==> src/rtl/rvfi_trace_pkg.sv <==
// Shared types and constants for the RVFI retirement trace packer.
// A record is one retired instruction; rec_word() picks one of its stream words.
package rvfi_trace_pkg;

  localparam logic [7:0] TRACE_SYNC = 8'hA5;
  localparam int         REC_WORDS  = 7;
  localparam logic [2:0] LAST_IDX   = 3'(REC_WORDS - 1);

  typedef enum logic {
    IDLE,
    SEND
  } state_t;

  typedef struct packed {
    logic [7:0]  seq;
    logic [4:0]  rd_addr;
    logic [31:0] pc;
    logic [31:0] insn;
    logic [31:0] rd_wdata;
    logic [31:0] mem_addr;
    logic [31:0] mem_wdata;
    logic [31:0] mem_rdata;
  } rvfi_rec_t;

  function automatic logic [31:0] rec_word(input rvfi_rec_t rec, input logic [2:0] idx);
    logic [31:0] w;
    case (idx)
      3'd0:    w = {TRACE_SYNC, rec.seq, 11'b0, rec.rd_addr};
      3'd1:    w = rec.pc;
      3'd2:    w = rec.insn;
      3'd3:    w = rec.rd_wdata;
      3'd4:    w = rec.mem_addr;
      3'd5:    w = rec.mem_wdata;
      default: w = rec.mem_rdata;
    endcase
    return w;
  endfunction

endpackage

==> src/rtl/rvfi_rec_fifo.sv <==
// Synchronous record FIFO. A push is accepted while full when the head pops in the same cycle.
// head_next exposes the second entry so the serialiser can chain records without a bubble.
module rvfi_rec_fifo
  import rvfi_trace_pkg::*;
#(
  parameter int DEPTH = 8
) (
  input  logic      clk,
  input  logic      reset,
  input  logic      push,
  input  rvfi_rec_t push_rec,
  input  logic      pop,
  output rvfi_rec_t head,
  output rvfi_rec_t head_next,
  output logic      full,
  output logic      empty,
  output logic      multi
);

  localparam int            AW       = $clog2(DEPTH);
  localparam logic [AW:0]   FULL_CNT = (AW + 1)'(DEPTH);

  rvfi_rec_t     mem [DEPTH];
  logic [AW-1:0] wr_ptr;
  logic [AW-1:0] rd_ptr;
  logic [AW:0]   count;
  logic          push_ok;
  logic          pop_ok;

  assign full      = (count == FULL_CNT);
  assign empty     = (count == '0);
  assign multi     = (count >= (AW + 1)'(2));
  assign pop_ok    = pop && !empty;
  assign push_ok   = push && (!full || pop_ok);
  assign head      = mem[rd_ptr];
  assign head_next = mem[rd_ptr + AW'(1)];

  always_ff @(posedge clk) begin
    if (push_ok) begin
      mem[wr_ptr] <= push_rec;
    end
  end

  always_ff @(posedge clk) begin
    if (reset) begin
      wr_ptr <= '0;
      rd_ptr <= '0;
      count  <= '0;
    end else begin
      if (push_ok) wr_ptr <= wr_ptr + AW'(1);
      if (pop_ok)  rd_ptr <= rd_ptr + AW'(1);
      case ({push_ok, pop_ok})
        2'b10:   count <= count + (AW + 1)'(1);
        2'b01:   count <= count - (AW + 1)'(1);
        default: count <= count;
      endcase
    end
  end

endmodule

==> src/rtl/rvfi_trace_packer.sv <==
// Captures RVFI retirements into records and serialises each as seven 32-bit stream words.
// Records that find the FIFO full are dropped and counted; seq advances either way.
module rvfi_trace_packer
  import rvfi_trace_pkg::*;
#(
  parameter int FIFO_DEPTH = 8,
  parameter int DROP_W     = 16
) (
  input  logic              clk,
  input  logic              reset,
  input  logic              trace_en,
  input  logic              rvfi_valid,
  input  logic [31:0]       rvfi_pc_rdata,
  input  logic [31:0]       rvfi_insn,
  input  logic [4:0]        rvfi_rd_addr,
  input  logic [31:0]       rvfi_rd_wdata,
  input  logic [31:0]       rvfi_mem_addr,
  input  logic [31:0]       rvfi_mem_wdata,
  input  logic [31:0]       rvfi_mem_rdata,
  output logic [31:0]       m_data,
  output logic              m_valid,
  output logic              m_last,
  input  logic              m_ready,
  output logic              overflow,
  output logic [DROP_W-1:0] drop_count
);

  state_t    state;
  logic [2:0] idx;
  logic [7:0] seq;
  rvfi_rec_t in_rec;
  rvfi_rec_t head;
  rvfi_rec_t head_next;
  logic      fifo_full;
  logic      fifo_empty;
  logic      fifo_multi;
  logic      capture;
  logic      xfer;
  logic      last_xfer;
  logic      push;
  logic      drop;

  assign in_rec = '{
    seq:       seq,
    rd_addr:   rvfi_rd_addr,
    pc:        rvfi_pc_rdata,
    insn:      rvfi_insn,
    rd_wdata:  rvfi_rd_wdata,
    mem_addr:  rvfi_mem_addr,
    mem_wdata: rvfi_mem_wdata,
    mem_rdata: rvfi_mem_rdata
  };

  assign capture   = rvfi_valid && trace_en;
  assign xfer      = (state == SEND) && m_valid && m_ready;
  assign last_xfer = xfer && (idx == LAST_IDX);
  assign push      = capture && (!fifo_full || last_xfer);
  assign drop      = capture && !push;

  rvfi_rec_fifo #(
    .DEPTH (FIFO_DEPTH)
  ) u_fifo (
    .clk       (clk),
    .reset     (reset),
    .push      (push),
    .push_rec  (in_rec),
    .pop       (last_xfer),
    .head      (head),
    .head_next (head_next),
    .full      (fifo_full),
    .empty     (fifo_empty),
    .multi     (fifo_multi)
  );

  always_ff @(posedge clk) begin
    if (reset) begin
      seq        <= '0;
      overflow   <= 1'b0;
      drop_count <= '0;
    end else begin
      if (capture) seq <= seq + 8'd1;
      if (drop) begin
        overflow <= 1'b1;
        if (drop_count != {DROP_W{1'b1}}) drop_count <= drop_count + DROP_W'(1);
      end
    end
  end

  always_ff @(posedge clk) begin
    if (reset) begin
      state   <= IDLE;
      idx     <= '0;
      m_valid <= 1'b0;
      m_last  <= 1'b0;
      m_data  <= '0;
    end else begin
      case (state)
        IDLE: begin
          if (!fifo_empty) begin
            state   <= SEND;
            idx     <= '0;
            m_valid <= 1'b1;
            m_last  <= 1'b0;
            m_data  <= rec_word(head, 3'd0);
          end
        end
        SEND: begin
          if (last_xfer) begin
            // Next record is either already queued behind the head or arriving right now.
            idx    <= '0;
            m_last <= 1'b0;
            if (fifo_multi) begin
              m_data <= rec_word(head_next, 3'd0);
            end else if (push) begin
              m_data <= rec_word(in_rec, 3'd0);
            end else begin
              state   <= IDLE;
              m_valid <= 1'b0;
              m_data  <= '0;
            end
          end else if (xfer) begin
            idx    <= idx + 3'd1;
            m_last <= ((idx + 3'd1) == LAST_IDX);
            m_data <= rec_word(head, idx + 3'd1);
          end
        end
        default: begin
          state   <= IDLE;
          m_valid <= 1'b0;
        end
      endcase
    end
  end

endmodule

==> config.mk <==
export PLATFORM = sky130hd
export DESIGN_NAME = rvfi_trace_packer
export DESIGN_NICKNAME = d
export VERILOG_FILES = /design/src/rtl/rvfi_trace_pkg.sv /design/src/rtl/rvfi_rec_fifo.sv /design/src/rtl/rvfi_trace_packer.sv
export SDC_FILE = /design/constraint.sdc
export NUM_CORES = 2
export LEC_CHECK = 0
export ABC_CLOCK_PERIOD_IN_PS = 64800
export CAP_MARGIN = 10
export CORE_UTILIZATION = 35
export CTS_BUF_LIST = sky130_fd_sc_hd__clkbuf_8 sky130_fd_sc_hd__clkbuf_16
export DETAILED_ROUTE_END_ITERATION = 10
export PLACE_DENSITY = 0.58
export RECOVER_POWER = 100
export SYNTH_ARGS = -nofsm -noshare
export SYNTH_HDL_FRONTEND = slang
export SYNTH_SLANG_ARGS = --single-unit
==> constraint.sdc <==
create_clock -name clk -period 64.8 [get_ports clk]
set_input_delay 12.96 -clock clk [delete_from_list [all_inputs] [get_ports clk]]
set_output_delay 12.96 -clock clk [all_outputs]
set_load 0.01 [all_outputs]
==> flow_metrics.tcl <==
set metrics [dict create \
    status "complete, but fails checks" \
    violations "capacitance limit, slew limit" \
    ctsHoldBuffers 0 \
    max_cap_viol 30 \
    timing.max_slew.rel_slack -5.86 \
    grt_util_met3 0.0344 \
    fin_area_mm2 0.0777 \
    numPlacedInstances 5948 \
    count_of_cells_resized_by_post_cts_repair 0 \
    routed_wirelength_um 178000 \
    post-synth-top-area-fraction 0.738 \
    wire_per_inst_um 28.4 \
    path_class "in2reg" \
    power.ir.vdd_worst_uv 18.7 \
    h_tree_depth 4 \
    drt-pass1-iter-count 7 \
    critical_path.most_common_cell "sky130_fd_sc_hd__clkbuf_1" \
    mostFrequentLayoutCell "sky130_fd_sc_hd__edfxtp_1" \
    cp_data_arrival_time_ps 26480 \
    tightestPinTransition_ps 10300 \
    syn-num-nets 3523 \
    clock-skew-final_ps 67.7 \
    globalRouteOverflowTotal 0 \
    fp.dieArea_mm2 0.192 \
    cp_data_required_time_ps 65120 \
    cellPowerDensity_mw_per_mm2 29.3 \
    ctsRootBufferMaster "sky130_fd_sc_hd__clkbuf_16" \
    max-clock-path-buffers 3 \
    min_period_ps 26160 \
    maxSlewViolCount 1646 \
    gr-max-usage-layer "met2" \
    cts-buffers-inserted 177 \
    design.final.nets 3846 \
    synthesis.instances 3309 \
    syn_area_mm2 0.0667 \
    grt_antenna_before_repair 87 \
    unrepaired_setup_endpoints_after_global_routing "no" \
    syn2layout_area_growth_pct 16.5 \
    hold_class "reg2reg" \
    grt_start_max_net_pins 132 \
    place_congestion 0.814 \
    cpMaxStageDelayCell "sky130_fd_sc_hd__clkbuf_1" \
    insertion_delay_ps 830 \
    vias 33897 \
    ant_nets 0 \
    seq_area_frac_synth 0.761 \
    clkSlewWorstSetupHoldPaths_ps 60 \
    reg2reg_setup_slack_ps 50330 \
    yosysWarnings 0 \
    clock_sink_count 1716 \
    grt_first_pass_wirelength_um 254000 \
    tritoncts "done" \
    global_route.usage.total 0.183 \
    leading_cell_types_in_the_layout_fill_and_taps_excluded "sky130_fd_sc_hd__edfxtp_1 (1640), sky130_fd_sc_hd__mux2i_1 (317), sky130_fd_sc_hd__mux4_2 (303), sky130_fd_sc_hd__dlygate4sd3_1 (250), sky130_fd_sc_hd__clkbuf_16 (177)" \
    synth_enable_flop_cells 1640 \
    path_delay_family "buffers and inverters" \
    fin_crit_sh 0.404 \
    drive_gt1_frac 0.166 \
    start_kind "input port" \
    rows 159 \
    synth_seq_cells 1716 \
    grtUsageMet1 0.241 \
    timing.final.hold_violations 0 \
    die_width_um 439 \
    critical_path_peak_fanout 127 \
    crit_buf_inv 5 \
    ys_types 61 \
    pin_count 253 \
    synth.top_cells.by_area "sky130_fd_sc_hd__edfxtp_1 (74%), sky130_fd_sc_hd__mux4_2 (10%), sky130_fd_sc_hd__mux2i_1 (4.8%)" \
    critPathMaxStageDelay_ps 6780 \
    place.port_buffers 252 \
    leakage_uw 0.0236 \
    timing.critical_path.cells "dlygate4sd3_1 > and3_1 > nand2_1 > a21oi_1 > inv_1 > nor3_1 > clkbuf_1 > clkbuf_1 > clkbuf_1" \
    type_of_destination_of_the_critical_path "register" \
    grt_pass1_vias 34077 \
    detailed_place.area_mm2 0.0722 \
    post_drt_via_cell_ratio 5.40 \
    start_util 0.354 \
    yosysTopAreaCell "sky130_fd_sc_hd__edfxtp_1" \
    final_cell_count_no_fill 6282 \
    detail_route.drc_violations 0 \
    dr.first_iter.drc_count 3308 \
    post-cts-setup-buffer-count 0 \
    place.detailed.hpwl_um 107000 \
    core_region_area_mm2 0.189 \
    max_freq_mhz 38.2 \
    postSynth.topFlopCell "sky130_fd_sc_hd__edfxtp_1" \
    fp.dieH_um 439 \
    fin_tns_setup_ps 0 \
    post_synth.cell_area_avg_um2 20.2 \
    final-setup-viol-count 0 \
    use_met2 0.302 \
    postSynth.asyncResetShare 0 \
]
[metal layers]
layer	wire length (um)	up-vias
met5	123	-
met4	6990	20
met3	10800	369
met2	87500	1198
met1	72700	17810
li1	-	14500
[worst paths after layout]
| check | from | end | cells after the start |
|---|---|---|---|
| hold / removal | m_data[25] | m_data[25] | 1 |
| setup reg to reg | state | u_fifo.mem[2][27] | 8 |
| setup / recovery | m_ready | u_fifo.mem[2][27] | 9 |
| hold reg to reg | m_data[25] | m_data[25] | 1 |
[Yosys cell counts (3+ instances only)]
library cell                instances
sky130_fd_sc_hd__a2111o_1           7
sky130_fd_sc_hd__a2111oi_0          4
sky130_fd_sc_hd__a21oi_1           51
sky130_fd_sc_hd__a221o_1            5
sky130_fd_sc_hd__a221oi_1          60
sky130_fd_sc_hd__a222oi_1          12
sky130_fd_sc_hd__a22o_1             7
sky130_fd_sc_hd__a22oi_1          115
sky130_fd_sc_hd__a31oi_1            9
sky130_fd_sc_hd__a32o_1            15
sky130_fd_sc_hd__a32oi_1            6
sky130_fd_sc_hd__and2_1            10
sky130_fd_sc_hd__and3_1            13
sky130_fd_sc_hd__and4_1             4
sky130_fd_sc_hd__buf_1              6
sky130_fd_sc_hd__buf_2             81
sky130_fd_sc_hd__buf_4             15
sky130_fd_sc_hd__buf_6              9
sky130_fd_sc_hd__clkbuf_1          80
sky130_fd_sc_hd__dfxtp_1           76
sky130_fd_sc_hd__edfxtp_1        1640
sky130_fd_sc_hd__ha_1              12
sky130_fd_sc_hd__inv_1              9
sky130_fd_sc_hd__mux2_2             9
sky130_fd_sc_hd__mux2i_1          317
sky130_fd_sc_hd__mux4_2           303
sky130_fd_sc_hd__nand2_1          115
sky130_fd_sc_hd__nand2b_1           4
sky130_fd_sc_hd__nand3_1           60
sky130_fd_sc_hd__nand4_1            8
sky130_fd_sc_hd__nor2_1            89
sky130_fd_sc_hd__nor2b_1            6
sky130_fd_sc_hd__nor3_1            10
sky130_fd_sc_hd__nor4_1            14
sky130_fd_sc_hd__o2111ai_1         17
sky130_fd_sc_hd__o211ai_1          10
sky130_fd_sc_hd__o21ai_0           12
sky130_fd_sc_hd__o22ai_1           24
sky130_fd_sc_hd__o2bb2ai_1          3
sky130_fd_sc_hd__or3_1             10
sky130_fd_sc_hd__xnor2_1           10
sky130_fd_sc_hd__xor2_1            19
[logic make-up after synthesis]
group,Yosys count,synth area share
mux,629,0.151
simple gates,353,0.0246
fa+ha+maj,12,0.00225
xor+xnor,29,0.00381
buf+inv,200,0.0146
compound gates,370,0.0425
flops,1716,0.761
[power breakdown]
part	internal, uW	switching (uW)
Clock	552	431
Combinational	20.9	39.7
Sequential	1230	6.40
Total	1800	477
[final cells by class]
type / count / area [um2]
Antenna cell: 13 / 32.5
Inverter: 9 / 36.3
Timing Repair Buffer: 335 / 3040
Clock buffer: 180 / 4470
Tap cell: 2495 / 3120
Multi-Input combinational cell: 1393 / 15000
Sequential cell: 1716 / 50800
Fill cell: 16623 / 111000
Clock inverter: 141 / 1210
[through the flow]
| stage | hold slack [ps] | worst slack, ps | utilization | power (uW) |
|---|---|---|---|---|
| 2_1_floorplan | 470 | 30460 | - | 1280 |
| 3_3_place_gp | 449 | 46450 | 0.383 | 1320 |
| 3_5_place_dp | 455 | 46420 | 0.383 | 1320 |
| 4_1_cts | 464 | 47300 | 0.413 | 2300 |
| 5_1_grt | 489 | 37810 | 0.412 | 2350 |
| 6_report | 463 | 38640 | 0.412 | 2280 |
[flip-flops by register name, summed over array words and instances, names as in the netlist, 3 cells and up, named ones only]
register	flops
u_fifo.mem	1640
m_data	32
drop_count	16
seq	8
u_fifo.count	4
u_fifo.wr_ptr	3
u_fifo.rd_ptr	3
idx	3
(Power assumes the default switching activity.)
